**src/rtl/scan_sequencer_if.sv**
```systemverilog
// Byte stream from the scan sequencer to the UART transmitter.
// The master offers tx_data with tx_valid and the frame-marker flags; the
// slave accepts with tx_ready. A byte moves on a rising edge where both
// tx_valid and tx_ready are high.
interface scan_sequencer_if;
    logic [7:0] tx_data;
    logic       tx_valid;
    logic       tx_ready;
    logic       HEAD_UART;
    logic       TAIL_UART;

    modport master (
        output tx_data,
        output tx_valid,
        input  tx_ready,
        output HEAD_UART,
        output TAIL_UART
    );

    modport slave (
        input  tx_data,
        input  tx_valid,
        output tx_ready,
        input  HEAD_UART,
        input  TAIL_UART
    );
endinterface

```
**src/rtl/scan_sequencer.sv**
```systemverilog
// Frame-level scan controller for the pressure-matrix front end.
// Walks every cell of the DIMX x DIMY matrix (X inner, Y outer), waits SETTLE
// cycles after each address change, triggers one ADC conversion and streams
// the top 8 bits of each result to the UART as HEAD, data..., TAIL.
// Optional feature macro: SCAN_CHECKSUM_EN adds an XOR checksum byte before
// the tail. The default build (macro undefined) sends no checksum.
// Reset is synchronous and active-low; every output is registered.
//
// state      | meaning
// -----------+---------------------------------------------------------------
// ST_IDLE    | addresses at 0, nothing offered, waiting for config_done
// ST_HEAD    | offering HEAD_BYTE with HEAD_UART high, checksum cleared
// ST_SETTLE  | address held stable, settle counter running down
// ST_START   | adc_start high for this single cycle
// ST_CONVERT | waiting for adc_done or the conversion timeout
// ST_SEND    | offering the latched, clamped data byte
// ST_ADVANCE | step X (inner) / Y (outer) or finish the frame
// ST_CSUM    | offering the clamped XOR checksum (SCAN_CHECKSUM_EN only)
// ST_TAIL    | offering TAIL_BYTE with TAIL_UART high
module scan_sequencer #(
    parameter int unsigned DIMX        = 31,
    parameter int unsigned DIMY        = 128,
    parameter int unsigned SETTLE      = 16,
    parameter int unsigned ADC_TIMEOUT = 255,
    parameter logic [7:0]  HEAD_BYTE   = 8'hFF,
    parameter logic [7:0]  TAIL_BYTE   = 8'hFE
) (
    input  logic             clock,
    input  logic             reset,
    input  logic             config_done,
    output logic [4:0]       deMUX_X,
    output logic [8:0]       deMUX_Y,
    output logic             adc_start,
    input  logic             adc_done,
    input  logic [11:0]      adc_data,
    output logic             frame_active,
    output logic             adc_err,
    scan_sequencer_if.master tx
);

    // Elaboration-time parameter range guards.
    if (DIMX < 1 || DIMX > 32) begin : g_bad_dimx
        $error("scan_sequencer: DIMX must be in 1..32");
    end
    if (DIMY < 1 || DIMY > 512) begin : g_bad_dimy
        $error("scan_sequencer: DIMY must be in 1..512");
    end
    if (SETTLE < 1 || SETTLE > 255) begin : g_bad_settle
        $error("scan_sequencer: SETTLE must be in 1..255");
    end
    if (ADC_TIMEOUT > 255) begin : g_bad_timeout
        $error("scan_sequencer: ADC_TIMEOUT must be at most 255");
    end

    localparam logic [4:0] X_LAST     = 5'(DIMX - 1);
    localparam logic [8:0] Y_LAST     = 9'(DIMY - 1);
    localparam logic [7:0] SETTLE_LD  = 8'(SETTLE);
    localparam logic [7:0] TIMEOUT_LD = 8'(ADC_TIMEOUT);
    // Data and checksum bytes must never alias the frame markers.
    localparam logic [7:0] CLAMP_MAX  = 8'hFD;

    typedef enum logic [3:0] {
        ST_IDLE,
        ST_HEAD,
        ST_SETTLE,
        ST_START,
        ST_CONVERT,
        ST_SEND,
        ST_ADVANCE,
`ifdef SCAN_CHECKSUM_EN
        ST_CSUM,
`endif
        ST_TAIL
    } state_t;

    function automatic logic [7:0] clamp_byte(input logic [7:0] b);
        return (b >= 8'hFE) ? CLAMP_MAX : b;
    endfunction

    state_t     state_q;
    logic [4:0] x_q;
    logic [8:0] y_q;
    logic [7:0] settle_cnt_q;
    logic [7:0] tmo_cnt_q;
    logic       adc_start_q;
    logic [7:0] tx_data_q;
    logic       tx_valid_q;
    logic       head_q;
    logic       tail_q;
    logic       frame_active_q;
    logic       adc_err_q;
`ifdef SCAN_CHECKSUM_EN
    logic [7:0] csum_q;
`endif

    // Only the top 8 bits of a conversion are streamed.
    logic unused_adc_lsbs;
    assign unused_adc_lsbs = ^adc_data[3:0];

    logic [7:0] adc_byte;
    assign adc_byte = clamp_byte(adc_data[11:4]);

    // Scan FSM: state, addresses, timers and all registered outputs.
    always_ff @(posedge clock) begin
        if (!reset) begin
            state_q        <= ST_IDLE;
            x_q            <= '0;
            y_q            <= '0;
            settle_cnt_q   <= '0;
            tmo_cnt_q      <= '0;
            adc_start_q    <= 1'b0;
            tx_data_q      <= '0;
            tx_valid_q     <= 1'b0;
            head_q         <= 1'b0;
            tail_q         <= 1'b0;
            frame_active_q <= 1'b0;
            adc_err_q      <= 1'b0;
`ifdef SCAN_CHECKSUM_EN
            csum_q         <= '0;
`endif
        end else begin
            case (state_q)
                ST_IDLE: begin
                    if (config_done) begin
                        state_q        <= ST_HEAD;
                        tx_data_q      <= HEAD_BYTE;
                        tx_valid_q     <= 1'b1;
                        head_q         <= 1'b1;
                        frame_active_q <= 1'b1;
                    end
                end

                ST_HEAD: begin
`ifdef SCAN_CHECKSUM_EN
                    csum_q <= '0;
`endif
                    if (tx.tx_ready) begin
                        tx_valid_q   <= 1'b0;
                        head_q       <= 1'b0;
                        settle_cnt_q <= SETTLE_LD;
                        state_q      <= ST_SETTLE;
                    end
                end

                ST_SETTLE: begin
                    // Leaving on the count that reaches zero gives exactly
                    // SETTLE cycles of stable address before adc_start.
                    if (settle_cnt_q <= 8'd1) begin
                        settle_cnt_q <= '0;
                        adc_start_q  <= 1'b1;
                        state_q      <= ST_START;
                    end else begin
                        settle_cnt_q <= settle_cnt_q - 8'd1;
                    end
                end

                ST_START: begin
                    adc_start_q <= 1'b0;
                    tmo_cnt_q   <= TIMEOUT_LD;
                    state_q     <= ST_CONVERT;
                end

                ST_CONVERT: begin
                    if (adc_done) begin
                        tx_data_q  <= adc_byte;
                        tx_valid_q <= 1'b1;
                        tmo_cnt_q  <= '0;
                        state_q    <= ST_SEND;
`ifdef SCAN_CHECKSUM_EN
                        csum_q     <= csum_q ^ adc_byte;
`endif
                    end else if (tmo_cnt_q <= 8'd1) begin
                        // Substitute zero so the frame keeps its length;
                        // zero leaves the checksum unchanged.
                        tx_data_q  <= 8'h00;
                        tx_valid_q <= 1'b1;
                        adc_err_q  <= 1'b1;
                        tmo_cnt_q  <= '0;
                        state_q    <= ST_SEND;
                    end else begin
                        tmo_cnt_q <= tmo_cnt_q - 8'd1;
                    end
                end

                ST_SEND: begin
                    if (tx.tx_ready) begin
                        tx_valid_q <= 1'b0;
                        state_q    <= ST_ADVANCE;
                    end
                end

                ST_ADVANCE: begin
                    if (x_q < X_LAST) begin
                        x_q          <= x_q + 5'd1;
                        settle_cnt_q <= SETTLE_LD;
                        state_q      <= ST_SETTLE;
                    end else if (y_q < Y_LAST) begin
                        x_q          <= '0;
                        y_q          <= y_q + 9'd1;
                        settle_cnt_q <= SETTLE_LD;
                        state_q      <= ST_SETTLE;
                    end else begin
                        // Return to (0,0) here so the address only ever
                        // moves on the edge leaving this state.
                        x_q        <= '0;
                        y_q        <= '0;
                        tx_valid_q <= 1'b1;
`ifdef SCAN_CHECKSUM_EN
                        tx_data_q  <= clamp_byte(csum_q);
                        state_q    <= ST_CSUM;
`else
                        tx_data_q  <= TAIL_BYTE;
                        tail_q     <= 1'b1;
                        state_q    <= ST_TAIL;
`endif
                    end
                end

`ifdef SCAN_CHECKSUM_EN
                ST_CSUM: begin
                    if (tx.tx_ready) begin
                        tx_data_q <= TAIL_BYTE;
                        tail_q    <= 1'b1;
                        state_q   <= ST_TAIL;
                    end
                end
`endif

                ST_TAIL: begin
                    if (tx.tx_ready) begin
                        tail_q <= 1'b0;
                        if (config_done) begin
                            // Back-to-back frame: header follows at once.
                            tx_data_q <= HEAD_BYTE;
                            head_q    <= 1'b1;
                            state_q   <= ST_HEAD;
                        end else begin
                            tx_valid_q     <= 1'b0;
                            frame_active_q <= 1'b0;
                            state_q        <= ST_IDLE;
                        end
                    end
                end

                default: begin
                    state_q <= ST_IDLE;
                end
            endcase
        end
    end

    assign deMUX_X      = x_q;
    assign deMUX_Y      = y_q;
    assign adc_start    = adc_start_q;
    assign frame_active = frame_active_q;
    assign adc_err      = adc_err_q;

    assign tx.tx_data   = tx_data_q;
    assign tx.tx_valid  = tx_valid_q;
    assign tx.HEAD_UART = head_q;
    assign tx.TAIL_UART = tail_q;

endmodule

```
**src/flat_wrapper.sv**
```systemverilog
// flat-port wrapper written by rule: the top's interface ports become plain ports
module scan_sequencer_flat 
#(
    parameter int unsigned DIMX        = 31,
    parameter int unsigned DIMY        = 128,
    parameter int unsigned SETTLE      = 16,
    parameter int unsigned ADC_TIMEOUT = 255,
    parameter logic [7:0]  HEAD_BYTE   = 8'hFF,
    parameter logic [7:0]  TAIL_BYTE   = 8'hFE
)
  (clock, reset, config_done, deMUX_X, deMUX_Y, adc_start, adc_done, adc_data, frame_active, adc_err, tx_tx_data, tx_tx_valid, tx_tx_ready, tx_HEAD_UART, tx_TAIL_UART);
  scan_sequencer_if tx_i ();
  input  logic clock;
  input  logic reset;
  input  logic config_done;
  output logic [4:0] deMUX_X;
  output logic [8:0] deMUX_Y;
  output logic adc_start;
  input  logic adc_done;
  input  logic [11:0] adc_data;
  output logic frame_active;
  output logic adc_err;
  output wire logic [$bits(tx_i.tx_data)-1:0] tx_tx_data;
  output wire logic [$bits(tx_i.tx_valid)-1:0] tx_tx_valid;
  input wire logic [$bits(tx_i.tx_ready)-1:0] tx_tx_ready;
  output wire logic [$bits(tx_i.HEAD_UART)-1:0] tx_HEAD_UART;
  output wire logic [$bits(tx_i.TAIL_UART)-1:0] tx_TAIL_UART;
  assign tx_tx_data = tx_i.tx_data;
  assign tx_tx_valid = tx_i.tx_valid;
  assign tx_i.tx_ready = tx_tx_ready;
  assign tx_HEAD_UART = tx_i.HEAD_UART;
  assign tx_TAIL_UART = tx_i.TAIL_UART;
  scan_sequencer #(.DIMX(DIMX), .DIMY(DIMY), .SETTLE(SETTLE), .ADC_TIMEOUT(ADC_TIMEOUT), .HEAD_BYTE(HEAD_BYTE), .TAIL_BYTE(TAIL_BYTE)) u_core (.clock(clock), .reset(reset), .config_done(config_done), .deMUX_X(deMUX_X), .deMUX_Y(deMUX_Y), .adc_start(adc_start), .adc_done(adc_done), .adc_data(adc_data), .frame_active(frame_active), .adc_err(adc_err), .tx(tx_i));
endmodule
```
**config.mk**
```make
export PLATFORM = sky130hd
export DESIGN_NAME = scan_sequencer_flat
export DESIGN_NICKNAME = d
export VERILOG_FILES = /design/src/rtl/scan_sequencer_if.sv /design/src/rtl/scan_sequencer.sv /design/src/flat_wrapper.sv
export SDC_FILE = /design/constraint.sdc
export NUM_CORES = 1
export LEC_CHECK = 0
export CORE_MARGIN = 3
export CORE_UTILIZATION = 47
export DETAILED_ROUTE_END_ITERATION = 7
export PLACE_DENSITY = 0.75
export SLEW_MARGIN = 20
export SYNTH_ARGS = -nofsm -noshare
export SYNTH_HDL_FRONTEND = slang
export SYNTH_SLANG_ARGS = --single-unit
export TNS_END_PERCENT = 50
```
**constraint.sdc**
```tcl
create_clock -name clock -period 2.05 [get_ports clock]
set_input_delay 0.3075 -clock clock [delete_from_list [all_inputs] [get_ports clock]]
set_output_delay 0.3075 -clock clock [all_outputs]
set_load 0.1 [all_outputs]
```
==> results.cfg <==
[cts]
cts_htree_levels = 2
holdBufCountCts = 0
root_buffer = clkbuf_8
worstSkewPairLatency_ps = 300
cts_buffer_depth = 2
cts_made_buffers = 5
cts_tree = yes
cts_sinks = 47
clk_pin_slew_ps = 80

[sta]
finalHoldViolations = 0
rsz0062_at_grt = false
setup_ws_ps = 137
relSlewSlack_pct = 58.7
finalClockSkew_ps = 7.19
setup_viol = 0
slew_viol_final = 0
fmax_mhz = 523
fin_crit_sh_pct = 93.3
tightestPinTransition_ps = 611
layout_min_cycle_time_ps = 1910
finalSetupTns_ps = 0

[placed_design]
gp_congestion = 0.804
hpwl_um = 4170
io_buffer_count = 40
dp_cells = 423
dp_slack_ps = 20.2
dpl_cell_area_um2 = 3080

[drt]
viasPerCell = 5.55
drt_pass1_iterations = 4
vias = 2405
wl_per_cell_um = 13.3
drt_iter0_markers = 158
ant_nets = 0
route.final.wire_length_um = 5770
drc = 0

[floorplan]
start_util_pct = 49.1
die_w_um = 79.5
die_y_um = 79.5
io_pins = 45
core-area_um2 = 5170
fp-row-count = 26
die_area_um2 = 6330

[global_routing]
grt_max_degree = 29
overflow = 0
grt_pass1_vias = 2114
gr-usage-all-layers_pct = 18.4
grt_pass1_wl_um = 9510
antenna_found_initial = 0

[synthesis]
synth_ff_type = dfxtp_1
ys_async_sr_fraction_pct = 0
synth_edf_count = 0
synth-seq-cells = 47
yosys_warnings = 0
syn_area_um2 = 2540
avgSynthCellArea_um2 = 8.30
ys_seq_area_share_pct = 37.0
syn_inst = 306
syn_nets = 334
synth.distinct_cells = 50

[setup_path]
cp_cell_sequence = inv_1 > ha_1 > nor2b_2 > mux2i_2 > a21o_1 > buf_4 > o221a_2
worstSetupPathType = flip-flop to flip-flop
slowest_stage = dfxtp_2
cp.required_ps = 2300
worstSetupStartpointType = flip-flop
reg2reg_slack_ps = 140
crit_buf_inv = 2
slowest_delay_ps = 370
worstSetupEndpointType = flip-flop
cp_top_family = compound AO/OA/AOI/OAI gates
crit_fanout = 6
arrival_ps = 2160

[finish]
post-route-cell-area_um2 = 3240
final_nets = 390
final-seq-area_um2 = 970
n_antenna_cell = 0
areaGrowthSynthToFinish_pct = 27.4
multi_input_area_um2 = 1550
mostFrequentLayoutCell = buf_4
layout_common_cells = buf_4, nor2_1, dfxtp_1, nand2_1, a21oi_1
fill_cells = 454
finish.utilization_pct = 62.6
final_cells = 433
drive_gt1_share_pct = 28.1

[power]
power.density_nw_per_um2 = 1250
ir_worst_vdd_mv = 0.788
p_leak_nw = 1.33

[status]
status = complete, no violations

[run]
cap_violations = 0

[worst_hold_path]
hold_class = flip-flop to flip-flop
-- Yosys cell counts (6+ instances only) --
library cell / n / area share [%]
dfxtp_1: 47 / 37
nor2_1: 41 / 6.1
nand2_1: 29 / 4.3
a21oi_1: 25 / 4.9
o21ai_0: 18 / 3.5
clkbuf_1: 11 / 1.6
ha_1: 11 / 5.4
inv_1: 11 / 1.6
nor3_1: 10 / 2.0
nand4_1: 8 / 2.0
a211oi_1: 6 / 1.8
nand3_1: 6 / 1.2
xor2_1: 6 / 2.1
-- metrics by stage --
step | total power [mW] | hold slack, ps
after global placement | 3.36 | 454
after detailed placement | 3.39 | 460
after global routing | 4.31 | 510
final | 4.06 | 477
after floorplan | 2.90 | 404
after CTS | 3.97 | 481
-- logic make-up after synthesis --
logic type,share of synthesized area (%)
and+or+nand+nor,27.3
AOI/OAI and AO/OA,21.7
buffers and inverters,3.89
muxes,1.58
adders and majority gates,5.42
xor gates and xnor gates,3.10
DFF,37.0
-- sequential cells by signal, indices dropped and copies added (netlist names), 3 cells and up --
signal	flops
u_core.deMUX_X	5
u_core.deMUX_Y	9
u_core.settle_cnt_q	8
u_core.state_q	3
u_core.tmo_cnt_q	8
u_core.tx.tx_data	8
-- path summary, 6_finish.rpt --
check,start,end,cells past startpoint
setup / recovery,u_core.state_q[1],u_core.settle_cnt_q[7],7
hold / removal,u_core.adc_err,u_core.adc_err,2
setup reg to reg,u_core.state_q[1],u_core.settle_cnt_q[7],7
hold reg to reg,u_core.adc_err,u_core.adc_err,2
-- where the power goes --
| group | switching (mW) | internal [mW] | total (mW) | leakage [nW] |
|---|---|---|---|---|
| clock network | 0.302 | 0.272 | 0.574 | 0.0482 |
| logic | 1.47 | 0.761 | 2.23 | 0.889 |
| registers | 0.168 | 1.09 | 1.26 | 0.392 |
| total | 1.94 | 2.12 | 4.06 | 1.33 |
-- routing by layer --
| metal | vias to the layer above | GRT usage, % | share of wire (%) | wire [um] |
|---|---|---|---|---|
| li1 | 1216 | - | - | - |
| met1 | 1134 | 24.2 | 47 | 2720 |
| met2 | 47 | 30.2 | 47 | 2740 |
| met3 | 8 | 3.05 | 4.0 | 229 |
| met4 | 0 | 6.87 | 1.4 | 83 |
| met5 | - | 0 | 0 | 0 |
-- worst register-to-register path, cell delays in order, from the launching register on --
cell and delay (ps):
dfxtp_2 370, inv_1 140, ha_1 240, nor2b_2 210, mux2i_2 320, a21o_1 240, buf_4 180, o221a_2 180
-- final cells by class --
cell class | instances | area share (%)
clock buffers | 7 | 2.67
inverters | 11 | 1.28
multi-input cells | 235 | 47.9
clock inverters | 1 | 0.155
repair buffers | 62 | 15.3
flip-flops and latches | 47 | 30.0
well taps | 70 | 2.71
-- repair_timing --
item,4_1_cts,5_1_grt
setup buffers,0,1
gates resized for setup,0,16
setup endpoints to repair,0,24
No activity file was read; power rests on OpenSTA's default activity.
